==> src/rtl/pe_pkg.sv <==
// Shared types and helpers for the multi-lane MAC processing element.
// Holds the control FSM state type and a width-parameterised saturation helper.
package pe_pkg;

  typedef enum logic [1:0] {
    ST_IDLE   = 2'd0,
    ST_ACCUM  = 2'd1,
    ST_OUTPUT = 2'd2
  } pe_state_t;

  localparam int SAT_MAX_W = 64;

  typedef struct packed {
    logic signed [SAT_MAX_W-1:0] value;
    logic                        clipped;
  } sat_result_t;

  // Clamp a sign-extended value into the signed range of out_w bits.
  function automatic sat_result_t saturate(input logic signed [SAT_MAX_W-1:0] value,
                                           input int unsigned                 out_w);
    logic signed [SAT_MAX_W-1:0] v_max;
    logic signed [SAT_MAX_W-1:0] v_min;
    sat_result_t                 res;
    v_max = (SAT_MAX_W'(1) <<< (out_w - 1)) - SAT_MAX_W'(1);
    v_min = -v_max - SAT_MAX_W'(1);
    if (value > v_max) begin
      res.value   = v_max;
      res.clipped = 1'b1;
    end else if (value < v_min) begin
      res.value   = v_min;
      res.clipped = 1'b1;
    end else begin
      res.value   = value;
      res.clipped = 1'b0;
    end
    return res;
  endfunction

endpackage

==> src/rtl/pe_lane_dot.sv <==
// Combinational per-beat dot product: sums LANES signed products of W-bit operands,
// sign-extended to the accumulator width.
module pe_lane_dot
  import pe_pkg::*;
#(
  parameter int W         = 8,
  parameter int LANES     = 4,
  parameter int ACC_WIDTH = 21
) (
  input  logic [W*LANES-1:0]          i_a_flat,
  input  logic [W*LANES-1:0]          i_b_flat,
  output logic signed [ACC_WIDTH-1:0] o_dot
);

  localparam int PW = 2 * W;

  logic signed [PW-1:0] w_prod [LANES];

  for (genvar gi = 0; gi < LANES; gi++) begin : g_lane
    logic signed [PW-1:0] w_a_ext;
    logic signed [PW-1:0] w_b_ext;
    assign w_a_ext     = PW'($signed(i_a_flat[gi*W +: W]));
    assign w_b_ext     = PW'($signed(i_b_flat[gi*W +: W]));
    assign w_prod[gi]  = w_a_ext * w_b_ext;
  end

  always_comb begin
    o_dot = '0;
    for (int i = 0; i < LANES; i++) begin
      o_dot = o_dot + ACC_WIDTH'(w_prod[i]);
    end
  end

endmodule

==> src/rtl/pe_multilane_mac.sv <==
// Multi-lane MAC processing element: captures one operand set, accumulates LANES
// products per cycle, adds bias, optional ReLU, saturates, and holds the result until taken.
module pe_multilane_mac
  import pe_pkg::*;
#(
  parameter int VECTOR_LENGTH = 16,
  parameter int W             = 8,
  parameter int LANES         = 4,
  parameter int ACC_WIDTH     = 2*W + $clog2(VECTOR_LENGTH) + 1,
  parameter int BIAS_WIDTH    = 8,
  parameter int OUT_WIDTH     = 16
) (
  input  logic                          clk,
  input  logic                          reset,
  input  logic                          start_valid,
  output logic                          start_ready,
  input  logic [W*VECTOR_LENGTH-1:0]    in_vector_flat,
  input  logic [W*VECTOR_LENGTH-1:0]    weight_row_flat,
  input  logic signed [BIAS_WIDTH-1:0]  bias,
  input  logic                          relu_en,
  output logic signed [OUT_WIDTH-1:0]   result,
  output logic                          sat,
  output logic                          result_valid,
  input  logic                          result_ready,
  output logic                          busy
);

  localparam int BEATS   = VECTOR_LENGTH / LANES;
  localparam int BEAT_W  = $clog2(BEATS + 1);
  localparam int SLICE_W = W * LANES;

  pe_state_t                    r_state;
  pe_state_t                    w_state_next;
  logic [W*VECTOR_LENGTH-1:0]   r_vec;
  logic [W*VECTOR_LENGTH-1:0]   r_wgt;
  logic signed [BIAS_WIDTH-1:0] r_bias;
  logic                         r_relu;
  logic signed [ACC_WIDTH-1:0]  r_acc;
  logic [BEAT_W-1:0]            r_beat;
  logic signed [OUT_WIDTH-1:0]  r_result;
  logic                         r_sat;

  logic                         w_accept;
  logic                         w_final;
  logic [BEAT_W-1:0]            w_beat_idx;
  logic [SLICE_W-1:0]           w_vec_slice;
  logic [SLICE_W-1:0]           w_wgt_slice;
  logic signed [ACC_WIDTH-1:0]  w_lane_sum;
  logic signed [ACC_WIDTH-1:0]  w_bias_ext;
  logic signed [ACC_WIDTH-1:0]  w_biased;
  logic signed [ACC_WIDTH-1:0]  w_post_relu;
  sat_result_t                  w_sat;

  // The beat counter runs one past the last beat; that extra ACCUM cycle finalises.
  assign w_final     = (r_state == ST_ACCUM) && (r_beat == BEAT_W'(BEATS));
  assign w_beat_idx  = w_final ? '0 : r_beat;
  assign w_vec_slice = r_vec[w_beat_idx*SLICE_W +: SLICE_W];
  assign w_wgt_slice = r_wgt[w_beat_idx*SLICE_W +: SLICE_W];

  pe_lane_dot #(
    .W         (W),
    .LANES     (LANES),
    .ACC_WIDTH (ACC_WIDTH)
  ) u_lane_dot (
    .i_a_flat (w_vec_slice),
    .i_b_flat (w_wgt_slice),
    .o_dot    (w_lane_sum)
  );

  assign w_bias_ext  = ACC_WIDTH'(r_bias);
  assign w_biased    = r_acc + w_bias_ext;
  assign w_post_relu = (r_relu && (w_biased < 0)) ? '0 : w_biased;
  assign w_sat       = saturate(SAT_MAX_W'(w_post_relu), OUT_WIDTH);

  always_ff @(posedge clk) begin
    if (reset) begin
      r_state <= ST_IDLE;
    end else begin
      r_state <= w_state_next;
    end
  end

  always_comb begin
    w_state_next = r_state;
    start_ready  = 1'b0;
    busy         = 1'b0;
    result_valid = 1'b0;
    case (r_state)
      ST_IDLE: begin
        start_ready = 1'b1;
        if (start_valid) w_state_next = ST_ACCUM;
      end
      ST_ACCUM: begin
        busy = 1'b1;
        if (w_final) w_state_next = ST_OUTPUT;
      end
      ST_OUTPUT: begin
        busy         = 1'b1;
        result_valid = 1'b1;
        if (result_ready) w_state_next = ST_IDLE;
      end
      default: w_state_next = ST_IDLE;
    endcase
  end

  assign w_accept = start_ready && start_valid;

  always_ff @(posedge clk) begin
    if (reset) begin
      r_vec    <= '0;
      r_wgt    <= '0;
      r_bias   <= '0;
      r_relu   <= 1'b0;
      r_acc    <= '0;
      r_beat   <= '0;
      r_result <= '0;
      r_sat    <= 1'b0;
    end else if (w_accept) begin
      r_vec  <= in_vector_flat;
      r_wgt  <= weight_row_flat;
      r_bias <= bias;
      r_relu <= relu_en;
      r_acc  <= '0;
      r_beat <= '0;
    end else if (r_state == ST_ACCUM) begin
      if (w_final) begin
        r_result <= w_sat.value[OUT_WIDTH-1:0];
        r_sat    <= w_sat.clipped;
      end else begin
        r_acc  <= r_acc + w_lane_sum;
        r_beat <= r_beat + 1'b1;
      end
    end
  end

  assign result = r_result;
  assign sat    = r_sat;

endmodule

==> config.mk <==
export PLATFORM = sky130hd
export DESIGN_NAME = pe_multilane_mac
export DESIGN_NICKNAME = d
export VERILOG_FILES = /design/src/rtl/pe_pkg.sv /design/src/rtl/pe_lane_dot.sv /design/src/rtl/pe_multilane_mac.sv
export SDC_FILE = /design/constraint.sdc
export NUM_CORES = 2
export LEC_CHECK = 0
export ABC_AREA = 1
export CORE_MARGIN = 4
export CORE_UTILIZATION = 59
export DETAILED_ROUTE_END_ITERATION = 10
export GPL_TIMING_DRIVEN = 0
export PLACE_DENSITY = 0.8
export SLEW_MARGIN = 20
export SYNTH_ARGS = -nofsm -noshare
export SYNTH_HDL_FRONTEND = slang
export SYNTH_HIERARCHICAL = 1
export SYNTH_SLANG_ARGS = --single-unit
==> constraint.sdc <==
create_clock -name clk -period 12.96 [get_ports clk]
set_clock_uncertainty 0.05 [all_clocks]
set_input_delay 3.24 -clock clk [delete_from_list [all_inputs] [get_ports clk]]
set_output_delay 3.24 -clock clk [all_outputs]
set_load 0.01 [all_outputs]
* Word-level counts from Yosys, hierarchy flattened
Cells that the tools add are included.
** Word-level totals
- Memories kept :: 0
- Memory bits (read-only) :: 0
- Latch bits :: 0
- Memory bits (writable) :: 0
- Output and inout bits :: 20
- Register bits :: 308
** Cells by class
- $mul :: 4
- Eq/ne operators :: 6
- Divide/modulo/power cells :: 0
- Order comparisons :: 3
- Mux-type cells :: 11
- Shift operators :: 2
- $add $sub $neg :: 6
- Reduce and logical (&&, ||, !) cells :: 9
- Bitwise logic cells :: 2
** Operator list (number)
- $shiftx 128x9->32 :: 2
- $mul 8x8->16 :: 4
- $mux 17 :: 2
- $add 21x16->21 :: 1
- $add 21x21->21 :: 1
- $add 21x8->21 :: 1
- $gt 21x16->1 const B :: 1
- $lt 21x1->1 const B :: 1
- $lt 21x16->1 const B :: 1
- $mux 21 :: 1
- $add 17x16->18 :: 1
- $add 16x16->17 :: 1
- $mux 2 :: 3
- $ne 2x2->1 const B :: 3
- $pmux 2 s3 :: 1
- $reduce_and 3->1 :: 2
- $reduce_or 2->1 :: 2
- $add 3x1->3 const B :: 1
- $eq 3x3->1 const B :: 1
- $logic_and 1x1->1 :: 3
- $mux 1 :: 3
- $mux 3 :: 1
- $eq 2x1->1 const B :: 1
- $eq 2x2->1 const B :: 1
- other kinds (3) :: 4

* Logic depth before layout (Yosys ltp)
- Depth after elaboration :: 9
- Mapped depth :: 54
- Depth with buffers taken out :: 49

* Modules after synthesis
The synthesis kept the hierarchy.
** Modules (own cells, without submodules)
- pe_multilane_mac :: cells an instance 2268, sequential area each 6165.9 µm², times used 1, area each 15253.4 µm²
- pe_lane_dot :: cells an instance 1399, sequential area each 0.0 µm², times used 1, area each 11632.4 µm²

* Worst setup path after synthesis
No wires, ideal clock.
- Kind :: flip-flop to flip-flop
- Start :: reg r_beat[0]
- End :: reg r_acc[20]
- Buffers on the path :: 5
- Library setup time :: 0.113 ns
- Required time :: 12.797 ns
- Stages on the path, launching flop included :: 48
- Setup slack :: 3.519 ns
- Arrival :: 9.278 ns
- Cells stage by stage :: dfxtp_1 -> clkbuf_1 -> buf_1 -> inv_1 -> ha_1 -> nand2_1 -> nor2_1 -> inv_1 -> nand2_1 -> clkinv_1 -> clkbuf_1 -> o21ai_0 -> o21bai_1 -> a21oi_1 -> clkbuf_1 -> nand2_1 -> inv_1 -> fa_1 -> [12 not listed] -> o21ai_1 -> nand3_2 -> nand2_1 -> nand2_1 -> nand3_1 -> nand2_1 -> buf_4 -> ha_1 -> inv_1 -> nor3_1 -> and3_1 -> nand4_1 -> nand3_1 -> a21oi_1 -> o21ai_0 -> nand2_1 -> nand2_1 -> nor2_1
** Between the ends
- Longest elaborated chain between the ends :: 9
- Elaborated cells on any way between the ends :: 15
- Classes of those cells :: add/sub (4); mul (4); eq/ne (1); shift (2); mux (1); bitwise (1); reduce/logical (2)
** RTL lines
- start, declared :: RTL line pe_multilane_mac.sv:39 : logic [BEAT_W-1:0] r_beat;
- start signal, assigned :: RTL line pe_multilane_mac.sv:131 : r_beat <= r_beat + 1'b1;
- $eq 3x3->1 :: RTL line pe_multilane_mac.sv:55 : assign w_final = (r_state == ST_ACCUM) && (r_beat == BEAT_W'(BEATS));
- $logic_and 1x1->1 :: RTL line pe_multilane_mac.sv:55
- $mux 3 (*) :: RTL line pe_multilane_mac.sv:56 : assign w_beat_idx = w_final ? '0 : r_beat;
- $shiftx 128x9->32 (*) :: RTL line pe_multilane_mac.sv:58 : assign w_wgt_slice = r_wgt[w_beat_idx*SLICE_W +: SLICE_W];
- named net w_wgt_slice[8] :: RTL line pe_multilane_mac.sv:47 : logic [SLICE_W-1:0] w_wgt_slice;
- $mul 8x8->16 (*) :: RTL line pe_lane_dot.sv:24 : assign w_prod[gi] = w_a_ext * w_b_ext;
- $add 16x16->17 (*) :: RTL line pe_lane_dot.sv:30 : o_dot = o_dot + ACC_WIDTH'(w_prod[i]);
- $add 17x16->18 (*) :: RTL line pe_lane_dot.sv:30
- $add 21x16->21 (*) :: RTL line pe_lane_dot.sv:30
- named net w_lane_sum[18] :: RTL line pe_multilane_mac.sv:48 : logic signed [ACC_WIDTH-1:0] w_lane_sum;
- $add 21x21->21 (*) :: RTL line pe_multilane_mac.sv:130 : r_acc <= r_acc + w_lane_sum;
- end signal, assigned :: RTL line pe_multilane_mac.sv:130
- end, declared :: RTL line pe_multilane_mac.sv:38 : logic signed [ACC_WIDTH-1:0] r_acc;
The timed path passes the listed nets; every way through them passes the cells marked *.
A chain may end at the register's enable or synchronous reset.

* Worst setup path in the final report
- Start :: reg r_beat[0]
- End :: reg r_acc[20]
** Between the ends
- Elaborated cells on any way between the ends :: 15
- Classes of those cells :: add/sub (4); mul (4); eq/ne (1); shift (2); mux (1); bitwise (1); reduce/logical (2)
** RTL lines
- $eq 3x3->1 :: RTL line pe_multilane_mac.sv:55
- $logic_and 1x1->1 :: RTL line pe_multilane_mac.sv:55
- $mux 3 (*) :: RTL line pe_multilane_mac.sv:56
- $shiftx 128x9->32 (*) :: RTL line pe_multilane_mac.sv:57 : assign w_vec_slice = r_vec[w_beat_idx*SLICE_W +: SLICE_W];
- named net w_vec_slice[23] :: RTL line pe_multilane_mac.sv:46 : logic [SLICE_W-1:0] w_vec_slice;
- $mul 8x8->16 (*) :: RTL line pe_lane_dot.sv:24
- $add 17x16->18 (*) :: RTL line pe_lane_dot.sv:30
- $add 21x16->21 (*) :: RTL line pe_lane_dot.sv:30
- named net w_lane_sum[18] :: RTL line pe_multilane_mac.sv:48
- $add 21x21->21 (*) :: RTL line pe_multilane_mac.sv:130
Marks and branches as above.

==> tab_implementation.tex <==
\begin{tabular}{lr}
\hline
Metric & Value \\
\hline
\multicolumn{2}{l}{\textbf{Critical path}} \\
Crit-path max FO & 10 \\
Kind of end point of the critical path & flop \\
Required time at the endpoint of the critical path & 13330 ps \\
Sort of element at the start of the critical path & flop \\
CP max stage delay & 590 ps \\
Type of the worst setup path & reg -> reg \\
Slowest stage cell on the critical path & dfxtp\_1 \\
Critical path data arrival time & 12830 ps \\
\multicolumn{2}{l}{\textbf{Layout}} \\
Non-Filler Cell Area, Final & 31700 µm² \\
Fill cell total of the finished layout & 3729 \\
Fraction of layout instances using a drive strength above 1 & 2.47\% \\
Filler-free cell count of the finished design & 4610 \\
Growth of design area from synthesis to finish & 17.8\% \\
Number of nets in the layout & 4731 \\
\multicolumn{2}{l}{\textbf{Synthesis}} \\
Warnings, synthesis & 6 \\
Largest cells by area after synthesis & fa\_1, dfxtp\_1, nor2\_1, inv\_1, o21ai\_0 \\
Average footprint of a synthesized cell & 7.33 µm² \\
Top-area cell type share of the netlist area & 24.4\% \\
Number of synthesized flops with an enable pin & 0 \\
Synthesized net count & 4408 \\
Yosys reg bits & 308 \\
Number of different library cells in the post-synthesis netlist & 43 \\
Dominant cell type by area after synthesis & fa\_1 \\
Combined area of all synthesized cells & 26900 µm² \\
Top-count cell post-synth & nor2\_1 \\
List of most frequent post-synthesis cells & nor2\_1, inv\_1, nand2\_1 \\
Share of async-settable or async-resettable flops after synthesis & 0\% \\
Leading register cell type out of synthesis & dfxtp\_1 \\
Sequential share of the synthesized area & 22.9\% \\
Cells after Synth & 3667 \\
\multicolumn{2}{l}{\textbf{Place}} \\
Weighted congestion at the end of routability-driven global placement & 0.997 \\
Placement-stage cell area & 30500 µm² \\
Total of buffers placed on input and output ports & 287 \\
Detailed-placement wirelength estimate & 70.4 mm \\
Placed Instances & 4546 \\
\multicolumn{2}{l}{\textbf{Clock network}} \\
Resize count post-CTS & 0 \\
Sink Count & 308 \\
Deepest clock path buffer count & 3 \\
CTS HTree Levels & 2 \\
Count of buffers added by post-CTS timing repair for setup & 0 \\
CTS Buf Count & 34 \\
Root buffer cell & clkbuf\_16 \\
Worst-Skew Late Latency & 540 ps \\
TritonCTS clock tree & yes \\
Hold Buf Count CTS & 0 \\
Clock transition at path regs & 60 ps \\
\multicolumn{2}{l}{\textbf{Worst hold path}} \\
Worst hold-check path type & reg -> reg \\
\multicolumn{2}{l}{\textbf{Routing}} \\
Vias per cell & 5.43 \\
Number of remaining DRC errors & 0 \\
Vias & 25000 \\
Drt first-iter violations & 2394 \\
WL/cell & 18.5 µm \\
Length of the first detailed-routing pass in iterations & 7 \\
Total Wirelength & 85.1 mm \\
Antenna-violating nets left & 0 \\
\multicolumn{2}{l}{\textbf{Global route}} \\
Wire length of the first global-routing pass & 132 mm \\
Via count of the first global-routing pass & 24800 \\
Pin count of the biggest net entering global routing & 16 \\
Global-route usage over all layers & 34.0\% \\
Initial antenna violation count & 3 \\
Total congestion overflow & 0 \\
\multicolumn{2}{l}{\textbf{Die}} \\
Die area & 49000 µm² \\
Placeable Area & 44600 µm² \\
Effective utilization at floorplan & 60.3\% \\
Top-level I/O count & 289 \\
X dimension of the die & 221 µm \\
Die Height & 221 µm \\
Std-Cell Rows & 77 \\
\multicolumn{2}{l}{\textbf{STA}} \\
Least-Margin Pin Slew & 965 ps \\
Final worst path period share & 96.1\% \\
Sum of negative setup slack & 0 ps \\
Count of final max-slew check failures & 0 \\
RSZ-0062 raised after global routing & false \\
Setup violators final & 0 \\
Final hold slack & 424 ps \\
Highest Clock Rate & 80.3 MHz \\
Worst relative slew slack & 35.6\% \\
Min cycle time layout & 12460 ps \\
Hold violation total from the final report & 0 \\
\multicolumn{2}{l}{\textbf{Outcome}} \\
Result of the run & complete, no violations \\
\multicolumn{2}{l}{\textbf{Run}} \\
Number of maximum-capacitance violations & 0 \\
\hline
\end{tabular}
## placed cells by master (no fill, tap or decap), types with 9 or more instances in the layout
| master | n |
|---|---|
| xor2_1 | 29 |
| nor2_1 | 780 |
| a21oi_1 | 132 |
| fa_1 | 328 |
| o21ai_0 | 438 |
| clkbuf_16 | 35 |
| xnor2_1 | 9 |
| dfxtp_1 | 308 |
| nand2_1 | 447 |
| or2_2 | 13 |
| o21bai_1 | 72 |
| nand4_1 | 10 |
| ha_1 | 144 |
| inv_1 | 627 |
| nand3_1 | 57 |
| clkdlybuf4s50_1 | 287 |
| clkbuf_1 | 205 |
## area by class of cell
class	instances	area [µm²]	share of cell area, %
Tap cell	592	741	2.34
Inverter	634	2380	7.51
Antenna cell	3	7.51	0.0237
Clock inverter	14	160	0.506
Buffer	211	812	2.56
Clock buffer	47	1000	3.16
Timing Repair Buffer	287	2870	9.07
Sequential cell	308	6170	19.5
Multi-Input combinational cell	2514	17500	55.4
## state kept, by name (all words and copies together) (netlist names)
register  count
r_vec       128
r_wgt       128
r_acc        21
result       16
r_bias        8
r_beat        3
r_state       2
r_relu        1
sat           1
## logic make-up after synthesis
group	share of synthesized area (%)
fa+ha+maj	31.1
compound gates	13.3
flops	22.9
xor+xnor	1.24
simple gates	19.6
buf+inv	11.9
## per-layer routing
metal	track usage (%)	vias up	share of wire, %	wire length [µm]
met3	6.53	293	9.1	7710
met2	56.1	1249	46	39300
li1	-	11800	-	-
met5	0	-	0	0
met4	19.8	0	7.2	6130
met1	41.8	11700	38	31900
## metrics by stage
step                worst slack (ps)  util, %
detailed placement               936     68.4
global placement                1070     68.4
global route                    35.3     71.0
finish                           504     71.0
CTS                              880     71.0
floorplan                       3520        -
## worst max-delay path: cells and delay by family, from the launching register on
kind | cells | cell delay [ps]
buf+inv | 15 | 3340
flops | 1 | 590
fa+ha+maj | 11 | 5000
simple gates | 18 | 2280
compound gates | 5 | 1030
## worst paths after layout
| path | end | start | slack, ps | cells after the start |
|---|---|---|---|---|
| max reg2reg | r_acc[20] | r_beat[0] | 500 | 49 |
| min | r_wgt[100] | r_wgt[100] | 420 | 2 |
| max | r_acc[20] | r_beat[0] | 500 | 49 |
| min reg2reg | r_wgt[100] | r_wgt[100] | 420 | 2 |
Power is not shown: default switching activity piles up to over one toggle a cycle in this logic, so the estimate is an artifact.
